`src/rtl/wb_arbiter.sv`:
```
// Register-file writeback arbiter: merges pipeline results with buffered divider results.
// Define WB_STARVE_GUARD_EN to stall the pipeline when the divider FIFO head is starved.
module wb_arbiter #(
   parameter int unsigned FIFO_DEPTH   = 2,
   parameter int unsigned STARVE_LIMIT = 8
) (
   input  logic                        clk,
   input  logic                        rst_n,
   input  logic                        pipe_reg_write_i,
   input  logic [4:0]                  pipe_rd_addr_i,
   input  logic [31:0]                 pipe_data_i,
   input  logic                        div_valid_i,
   input  logic [4:0]                  div_rd_addr_i,
   input  logic [31:0]                 div_data_i,
   output logic                        div_ready_o,
   input  logic [4:0]                  hz_rs1_addr_i,
   input  logic [4:0]                  hz_rs2_addr_i,
   output logic                        hz_stall_o,
   output logic                        wb_reg_write_o,
   output logic [4:0]                  wb_rd_addr_o,
   output logic [31:0]                 wb_data_o,
   output logic                        pipe_stall_o,
   output logic [$clog2(FIFO_DEPTH):0] fifo_count_o
);

   localparam int unsigned PW = $clog2(FIFO_DEPTH);
   localparam int unsigned CW = PW + 1;

   if (FIFO_DEPTH < 2 || (FIFO_DEPTH & (FIFO_DEPTH - 1)) != 0 || STARVE_LIMIT < 1) begin : g_param_check
      $error("wb_arbiter: FIFO_DEPTH must be a power of two >= 2 and STARVE_LIMIT >= 1");
   end

   logic [4:0]    ent_rd_q   [FIFO_DEPTH];
   logic [4:0]    ent_rd_d   [FIFO_DEPTH];
   logic [31:0]   ent_data_q [FIFO_DEPTH];
   logic [31:0]   ent_data_d [FIFO_DEPTH];
   logic          ent_live_q [FIFO_DEPTH];
   logic          ent_live_d [FIFO_DEPTH];
   logic [PW-1:0] rd_ptr_q, rd_ptr_d;
   logic [PW-1:0] wr_ptr_q, wr_ptr_d;
   logic [CW-1:0] count_q, count_d;

   logic          wb_reg_write_q, wb_reg_write_d;
   logic [4:0]    wb_rd_addr_q, wb_rd_addr_d;
   logic [31:0]   wb_data_q, wb_data_d;
   logic          wb_from_div_q, wb_from_div_d;

   logic pipe_wr, enq, pop, fifo_empty;
   logic hit1, hit2;

   assign div_ready_o    = (count_q < CW'(FIFO_DEPTH));
   assign fifo_empty     = (count_q == '0);
   assign pipe_wr        = pipe_reg_write_i && (pipe_rd_addr_i != '0);
   assign enq            = div_valid_i && div_ready_o && (div_rd_addr_i != '0);
   assign pop            = !pipe_wr && !fifo_empty;

   assign wb_reg_write_o = wb_reg_write_q;
   assign wb_rd_addr_o   = wb_rd_addr_q;
   assign wb_data_o      = wb_data_q;
   assign fifo_count_o   = count_q;

   always_comb begin
      ent_rd_d   = ent_rd_q;
      ent_data_d = ent_data_q;
      ent_live_d = ent_live_q;
      rd_ptr_d   = rd_ptr_q;
      wr_ptr_d   = wr_ptr_q;
      count_d    = count_q;

      // Live bits double as occupancy for the hazard check, so a pop clears its slot.
      if (pipe_wr) begin
         for (int unsigned i = 0; i < FIFO_DEPTH; i++) begin
            if (ent_rd_q[i] == pipe_rd_addr_i) ent_live_d[i] = 1'b0;
         end
      end
      if (pop) begin
         ent_live_d[rd_ptr_q] = 1'b0;
         rd_ptr_d             = rd_ptr_q + 1'b1;
      end
      if (enq) begin
         ent_rd_d[wr_ptr_q]   = div_rd_addr_i;
         ent_data_d[wr_ptr_q] = div_data_i;
         ent_live_d[wr_ptr_q] = !(pipe_wr && (pipe_rd_addr_i == div_rd_addr_i));
         wr_ptr_d             = wr_ptr_q + 1'b1;
      end
      if (enq && !pop)      count_d = count_q + 1'b1;
      else if (!enq && pop) count_d = count_q - 1'b1;
   end

   always_comb begin
      wb_reg_write_d = 1'b0;
      wb_rd_addr_d   = wb_rd_addr_q;
      wb_data_d      = wb_data_q;
      wb_from_div_d  = 1'b0;
      if (pipe_wr) begin
         wb_reg_write_d = 1'b1;
         wb_rd_addr_d   = pipe_rd_addr_i;
         wb_data_d      = pipe_data_i;
      end else if (pop) begin
         wb_reg_write_d = ent_live_q[rd_ptr_q];
         wb_rd_addr_d   = ent_rd_q[rd_ptr_q];
         wb_data_d      = ent_data_q[rd_ptr_q];
         wb_from_div_d  = 1'b1;
      end
   end

   always_comb begin
      hit1 = 1'b0;
      hit2 = 1'b0;
      for (int unsigned i = 0; i < FIFO_DEPTH; i++) begin
         if (ent_live_q[i] && (ent_rd_q[i] == hz_rs1_addr_i)) hit1 = 1'b1;
         if (ent_live_q[i] && (ent_rd_q[i] == hz_rs2_addr_i)) hit2 = 1'b1;
      end
      if (wb_reg_write_q && wb_from_div_q && (wb_rd_addr_q == hz_rs1_addr_i)) hit1 = 1'b1;
      if (wb_reg_write_q && wb_from_div_q && (wb_rd_addr_q == hz_rs2_addr_i)) hit2 = 1'b1;
      hz_stall_o = (hit1 && (hz_rs1_addr_i != '0)) || (hit2 && (hz_rs2_addr_i != '0));
   end

   always_ff @(posedge clk or negedge rst_n) begin
      if (!rst_n) begin
         for (int unsigned i = 0; i < FIFO_DEPTH; i++) begin
            ent_rd_q[i]   <= '0;
            ent_data_q[i] <= '0;
            ent_live_q[i] <= 1'b0;
         end
         rd_ptr_q       <= '0;
         wr_ptr_q       <= '0;
         count_q        <= '0;
         wb_reg_write_q <= 1'b0;
         wb_rd_addr_q   <= '0;
         wb_data_q      <= '0;
         wb_from_div_q  <= 1'b0;
      end else begin
         ent_rd_q       <= ent_rd_d;
         ent_data_q     <= ent_data_d;
         ent_live_q     <= ent_live_d;
         rd_ptr_q       <= rd_ptr_d;
         wr_ptr_q       <= wr_ptr_d;
         count_q        <= count_d;
         wb_reg_write_q <= wb_reg_write_d;
         wb_rd_addr_q   <= wb_rd_addr_d;
         wb_data_q      <= wb_data_d;
         wb_from_div_q  <= wb_from_div_d;
      end
   end

`ifdef WB_STARVE_GUARD_EN
   localparam int unsigned SCW = $clog2(STARVE_LIMIT + 1);

   logic [SCW-1:0] starve_q, starve_d;
   logic           pipe_stall_q, pipe_stall_d;

   assign pipe_stall_o = pipe_stall_q;

   // Pipe win and pop are exclusive while non-empty, so the else path covers pop and empty.
   always_comb begin
      starve_d     = '0;
      pipe_stall_d = 1'b0;
      if (!fifo_empty && pipe_wr) begin
         if (starve_q == SCW'(STARVE_LIMIT - 1)) pipe_stall_d = 1'b1;
         else                                    starve_d     = starve_q + 1'b1;
      end
   end

   always_ff @(posedge clk or negedge rst_n) begin
      if (!rst_n) begin
         starve_q     <= '0;
         pipe_stall_q <= 1'b0;
      end else begin
         starve_q     <= starve_d;
         pipe_stall_q <= pipe_stall_d;
      end
   end
`else
   assign pipe_stall_o = 1'b0;
`endif

endmodule
```
`config.mk`:
```
export PLATFORM = sky130hd
export DESIGN_NAME = wb_arbiter
export DESIGN_NICKNAME = d
export VERILOG_FILES = /design/src/rtl/wb_arbiter.sv
export SDC_FILE = /design/constraint.sdc
export NUM_CORES = 1
export LEC_CHECK = 0
export BUFFER_PORTS_ARGS = -buffer_cell sky130_fd_sc_hd__buf_2
export CORE_ASPECT_RATIO = 0.6
export CORE_MARGIN = 8
export CORE_UTILIZATION = 45
export DETAILED_ROUTE_END_ITERATION = 6
export GPL_ROUTABILITY_DRIVEN = 0
export MAX_ROUTING_LAYER = met4
export PLACE_DENSITY = 0.74
export SLEW_MARGIN = 40
export SYNTH_ARGS = -nofsm -noshare
export SYNTH_HDL_FRONTEND = slang
export SYNTH_SLANG_ARGS = --single-unit
```
`constraint.sdc`:
```
create_clock -name clk -period 4 [get_ports clk]
set_input_delay 0.2 -clock clk [delete_from_list [all_inputs] [get_ports clk]]
set_output_delay 0.2 -clock clk [all_outputs]
set_load 0.01 [all_outputs]
```
==> summary.md, run 1 <==
| Metric | Value |
|---|---|
| Status | `complete, no violations` |
| CTS root buf | `clkbuf_16` |
| Power Dens Cells | `817 mW/mm²` |
| Worst path slowest cell | `nor2_4` |
| Commonest non-fill, non-tap cells in the layout | `buf_2, dfrtp_1, mux2_2, nand2_1, nor2_1` |
| Io pins | `~130` |
| Hold path depth | `3` |
| Hold buffer count at cts | `17` |
| Core area | `approximately 0.012 mm²` |
| Largest area contributor in the netlist | `dfrtp_1` |
| CP max stage delay | `approximately 640 ps` |
| IO buf count | `about 130` |
| Hold Vio Cnt, Final | `0` |
| Slew @ Worst Pin | `approximately 800 ps` |
| Tmin final | `2150 ps` |
| Seq/Total Area, Yosys | `0.523` |
| Iter 0 DRT Violations | `283` |
| Worst skew pair latency | `roughly 400 ps` |
| Total chip power | `around 5.9 mW` |
| Critical-path maximum fanout | `35` |
| Largest net degree at the start of global routing | `between 70 and 80` |
| Post-synthesis cell count | `506` |
| Average via count per standard cell | `5.32` |
| Cell leakage power | `around 3.4 nW` |
| Commonest non-fill, non-tap cell in the layout | `buf_2` |
| CP Launch Type | `flip-flop` |
| H-tree depth | `4` |
| Layout cell share with drive strength beyond 1 | `0.368` |
| Total negative slack | `0 ps` |
| CTS buffer count | `17` |
| Via count | `4367` |
| Critical path arrival | `between 2000 and 2500 ps` |
| Cell Rows | `31` |
| Yosys warning total | `0` |
| Setup repair bufs after CTS | `0` |
| Cts repair resizes | `0` |
| Gr usage total | `0.188` |
| Clk buf depth | `2` |
| Flops & latches, synth | `between 100 and 150` |
| Overflow after GRT | `0` |
| Hold Slack | `~11 ps` |
| Worst hold path type | `primary input to flip-flop` |
| Critical path's top delay family | `simple AND/OR/NAND/NOR gates` |
| TritonCTS clock tree | `built` |
| Detailed Place HPWL | `10.1 mm` |
| Pre-CTS setup slack | `1810 ps` |
| Post-layout util | `0.590` |
| Worst Reg2Reg Path Length in Cells | `6` |
| Hold EP | `wb_data_o[12]` |
| NumNets Final | `around 730` |
| Num Clock Sinks | `119` |
| Synth area leaders | `dfrtp_1, mux2_2, mux2i_1, xnor2_1, a21oi_1` |
| Initial Util | `0.466` |
| # DRC | `0` |
| Worst-path cell chain | `nor2_4, or2_0, ha_1, xor2_1, nor2_1, xnor2_1` |
| Final worst-path cycle share | `0.537` |
| Worst setup margin | `1850 ps` |
| Critical Path RT | `4280 ps` |
| Final WL | `approximately 15 mm` |
| Crit path kind | `flip-flop to flip-flop` |
| Syn nets | `595` |
| Vias in the first global route | `4735` |
| Top cell type's share of synthesized area | `0.523` |
| Unique masters post-synth | `36` |
| R2R Path End | `fifo_count_o[1]` |
| Placed insts | `773` |
| Reg2Reg Setup Slack | `1850 ps` |
| Number of routed nets with antenna violations | `0` |
| Synthesized area | `0.00570 mm²` |
| Max rail drop VDD | `between 300 and 400 µV` |
| Reg clk slew, reported paths | `around 50 ps` |
| FMAX | `roughly 470 MHz` |
| Final Instance Area | `between 0.007 and 0.008 mm²` |
| Worst hold start | `pipe_data_i[12]` |
| Area growth syn-to-layout | `26.5%` |
| Max-slew violations | `0` |
| Critical path endpoint category | `flip-flop` |
| Initial antenna violation count | `1` |
| Drt pass-1 iters | `4` |
| Clock skew | `7.67 ps` |
| Layout Cells excl Fill | `821` |
| First-pass GRT wire length | `around 24 mm` |
| Worst Path Buf+Inv | `0` |
| Die area | `between 0.015 and 0.02 mm²` |
| DR WL/cell | `roughly 18 µm` |
| Die W | `~160 µm` |
| Slew margin rel. | `0.469` |
| Max_cap viols | `0` |
| Syn avg cell area | `roughly 11 µm²` |
| Reg2Reg Launch Point | `fifo_count_o[0]` |
| Chip Height | `a little over 100 µm` |
| DP Area | `roughly 0.0065 mm²` |
| RSZ-0062 raised after global routing | `false` |
| Finish-stage setup viols | `0` |
[worst reg2reg max path, stage by stage, from the launching register on]
cell,delay (ps)
dfrtp_1,450
nor2_4,640
or2_0,380
ha_1,220
xor2_1,150
nor2_1,70
xnor2_1,120
[area by class of cell]
class | instances | area, µm²
sequential | 119 | 2980
timing repair buffer | 151 | 856
fill | 1007 | 5010
clock buffer | 20 | 447
tap | 165 | 206
inverter | 2 | 7.51
antenna | 1 | 2.50
multi-input combinational | 353 | 2580
clock inverter | 10 | 130
[how the worst max path moves through the flow]
| stage | slack, ps | startpoint | endpoint | cells past startpoint |
|---|---|---|---|---|
| 2_1_floorplan | 2020 | pipe_rd_addr_i[1] | fifo_count_o[1] | 9 |
| 3_3_place_gp | 1560 | div_rd_addr_i[0] | ent_live_q[0] | 6 |
| 3_5_place_dp | 1810 | div_rd_addr_i[0] | ent_live_q[0] | 6 |
| 4_1_cts | 1820 | fifo_count_o[0] | wb_data_o[13] | 5 |
| 5_1_grt | 1630 | fifo_count_o[0] | fifo_count_o[1] | 6 |
| 6_report | 1850 | fifo_count_o[0] | fifo_count_o[1] | 6 |
[cell families (layout without fill, tap and decap cells)]
family / after synthesis / count (layout) / share of synthesized area
other: 1 / 2 / 0.000658
adders and majority gates: 1 / 1 / 0.00220
buffers and inverters: 34 / 183 / 0.0288
xor gates and xnor gates: 50 / 50 / 0.0768
DFF: 119 / 119 / 0.523
and+or+nand+nor: 104 / 104 / 0.0771
AOI/OAI and AO/OA: 85 / 85 / 0.0790
muxes: 112 / 112 / 0.213
[flip-flops by register name (all words and copies together) (netlist names)]
name	flops
ent_live_q	2
rd_ptr_q	1
wb_rd_addr_o	5
ent_data_q	64
fifo_count_o	2
wb_data_o	32
wb_reg_write_o	1
ent_rd_q	10
wr_ptr_q	1
wb_from_div_q	1
[metal layers]
layer  routed length (µm)  GRT usage  vias up
li1                     -          -     2036
met1                 6880      0.240     2129
met2                 6510      0.288      179
met3                 1140     0.0577       23
met4                  182     0.0552        0
met5                    0          -        -
[where the power goes]
part	internal (mW)	leakage, nW	switching, mW
Combinational	1.08	1.65	1.04
Sequential	1.78	1.42	0.496
Clock	0.982	0.281	0.509
Total	3.85	3.35	2.04
[synth_stat cells, drive strengths merged]
cell type,count
a21oi,37
a31oi,1
and2,1
buf,14
clkbuf,18
clkinv,1
conb,1
dfrtp,119
ha,1
inv,1
mux2,74
mux2i,38
nand2,42
nand2b,1
nand3,2
nand4,8
nor2,41
nor3,3
nor4,2
o2111ai,1
o211ai,1
o21a,1
o21ai,38
o21bai,1
o22ai,3
o311a,1
o311ai,1
or2,1
or3,1
or4,2
xnor2,33
xor2,17
(Power assumes the default switching activity.)
==> inputs of run 2 (changes only) <==
==> constraint.sdc (replaced) <==
create_clock -name clk -period 2.1 [get_ports clk]
set_input_delay 0.105 -clock clk [delete_from_list [all_inputs] [get_ports clk]]
set_output_delay 0.105 -clock clk [all_outputs]
set_load 0.01 [all_outputs]
==> run 2 against run 1 <==
Global-route usage up 1.8 points. Setup slack worse by 1800 ps. Critical path depth up 1. Hold slack better by 11 ps. Count of clock-buffer cells in the layout up 2. Critical endpoint is now ent_data_q[37]. Largest cell class unchanged.
==> summary.md, run 2 (same netlist as run 1, synthesis figures left out) <==
| Metric | Value |
|---|---|
| Critical path arrival | `2310 ps (-120 ps)` |
| ANT cells | `0 (-1)` |
| CTS root buf | `clkbuf_16` |
| Max_cap viols | `0 (unchanged)` |
| First-pass GRT wire length | `26.3 mm (+9.2%)` |
| Overflow after GRT | `0 (unchanged)` |
| Layout Cells excl Fill | `883 (+7.6%)` |
| Average via count per standard cell | `5.23 (-1.7%)` |
| Worst hold path type | `primary input to flip-flop` |
| Status | `complete, no violations` |
| Final worst-path cycle share | `0.968` |
| Layout cell share with drive strength beyond 1 | `0.348 (-0.0197)` |
| Commonest non-fill, non-tap cells in the layout | `buf_2, dfrtp_1, mux2_2, dlygate4sd3_1, nand2_1` |
| Die area | `0.0166 mm² (unchanged)` |
| IO buf count | `129 (unchanged)` |
| Reg with most FFs | `ent_data_q` |
| Placed insts | `781 (+1.0%)` |
| Total negative slack | `0 ps (unchanged)` |
| TritonCTS clock tree | `built` |
| Setup repair bufs after CTS | `0 (unchanged)` |
| # DRC | `0 (unchanged)` |
| Finish-stage setup viols | `0 (unchanged)` |
| RSZ-0062 raised after global routing | `false` |
| Die W | `161 µm (unchanged)` |
| CTS buffer count | `17 (unchanged)` |
| Worst-path cell chain | `dlygate4sd3_1, buf_2, or3_1, o311a_1, nand2b_4, buf_12, mux2_2` |
| Critical Path RT | `2380 ps (-1900 ps)` |
| Detailed Place HPWL | `11.0 mm (+8.0%)` |
| Max rail drop VDD | `734 µV (+85%)` |
| NumNets Final | `795 (+8.5%)` |
| Post-layout util | `0.642 (+0.0515)` |
| Initial antenna violation count | `0 (-1)` |
| Tmin final | `2030 ps` |
| Worst path slowest cell | `dlygate4sd3_1` |
| CP max stage delay | `530 ps (-110 ps)` |
| Vias in the first global route | `5047 (+6.6%)` |
| Worst skew pair latency | `400 ps (about the same)` |
| Drt pass-1 iters | `5 (+1)` |
| Commonest non-fill, non-tap cell in the layout | `buf_2` |
| Via count | `4617 (+5.7%)` |
| FMAX | `492 MHz` |
| Slew @ Worst Pin | `667 ps (-127 ps)` |
| Slew margin rel. | `0.555 (+0.0859)` |
| Critical path endpoint category | `flip-flop` |
| Max-slew violations | `0 (unchanged)` |
| Chip Height | `103 µm (unchanged)` |
| Iter 0 DRT Violations | `264 (-6.7%)` |
| H-tree depth | `4 (unchanged)` |
| Core area | `0.0122 mm² (unchanged)` |
| Total chip power | `11.4 mW (+94%)` |
| Hold Slack | `22.2 ps (+10.9 ps)` |
| Hold Vio Cnt, Final | `0 (unchanged)` |
| Cell leakage power | `3.63 nW (+8.3%)` |
| Io pins | `131 (unchanged)` |
| Critical-path maximum fanout | `27 (-23%)` |
| Area growth syn-to-layout | `37.5%` |
| Clock skew | `9.69 ps (+2.02 ps)` |
| Multi-input logic area | `0.00258 mm² (-0.19%)` |
| Clk buf depth | `2 (unchanged)` |
| Gr usage total | `0.206 (+0.0177)` |
| Num Clock Sinks | `119 (unchanged)` |
| DR WL/cell | `18.4 µm (+2.5%)` |
| Max reg flops | `64 (unchanged)` |
| Filler instances | `934 (-7.2%)` |
| Power Dens Cells | `1460 mW/mm² (+78%)` |
| Number of routed nets with antenna violations | `0 (unchanged)` |
| Final WL | `16.2 mm (+10%)` |
| Register area | `0.00298 mm² (unchanged)` |
| Largest net degree at the start of global routing | `74 (unchanged)` |
| Cell Rows | `31 (unchanged)` |
| Reg clk slew, reported paths | `60 ps (about the same)` |
| CP Launch Type | `primary input` |
| Crit path kind | `primary input to flip-flop` |
| Initial Util | `0.466 (unchanged)` |
-- run 2: changes by cell type in the layout (fill, tap and decap cells not counted), sizes merged --
| cell | previous run | this run |
|---|---|---|
| buf | 134 | 142 |
| bufinv | 3 | 1 |
| clkbuf | 20 | 22 |
| clkinv | 6 | 8 |
| clkinvlp | 2 | 1 |
| diode | 1 | 0 |
| dlygate4sd3 | 17 | 71 |
-- run 2: metrics by stage --
stage,setup slack (ps),area [µm²]
after floorplan,218,5700
after global placement,196,6570
after detailed placement,126,6570
after CTS,32.8,7830
after global routing,27.5,7840
final,66.4,7840
-- run 2: area by class of cell --
type                    instances  share of cell area
well taps                     165              0.0263
clock buffers                  22              0.0605
repair buffers                213               0.194
multi-input cells             353               0.329
inverters                       2            0.000958
clock inverters                 9             0.00974
flip-flops and latches        119               0.380
-- run 2: critical path: cells and delay by family --
kind / cells / cell delay [ps]
compound gates: 1 / 400
mux: 1 / 370
simple gates: 2 / 510
buf+inv: 3 / 900
-- run 2: routing by layer --
metal / routed length [µm] / global-route usage / vias up
li1: - / - / 2148
met1: 7360 / 0.265 / 2265
met2: 7540 / 0.320 / 187
met3: 1170 / 0.0585 / 17
met4: 150 / 0.0517 / 0
met5: 0 / - / -
-- run 2: power by group --
part	total, mW	internal [mW]	switching (mW)	leakage (nW)
Clock	2.68	1.70	0.980	0.275
Sequential	4.33	3.40	0.928	1.42
Combinational	4.42	2.26	2.16	1.93
Total	11.4	7.36	4.07	3.63
-- run 2: final timing paths --
| path | start | to | slack (ps) | depth (start not counted) |
|---|---|---|---|---|
| setup / recovery | div_rd_addr_i[2] | ent_data_q[37] | 70 | 7 |
| hold / removal | pipe_rd_addr_i[1] | wb_rd_addr_o[1] | 20 | 3 |
| setup reg to reg | fifo_count_o[1] | wb_data_o[16] | 290 | 6 |
| hold reg to reg | ent_data_q[42] | ent_data_q[42] | 500 | 1 |
| max in group asynchronous | rst_n | ent_data_q[12] | 1090 | 3 |
| min in group asynchronous | rst_n | ent_data_q[3] | 250 | 2 |
-- run 2: timing repair --
item | 4_1_cts | 5_1_grt
hold endpoints to repair | 140 | 0
hold buffers | 71 | 0
endpoints found under the setup margin | 0 | 27
resized for setup | 0 | 1
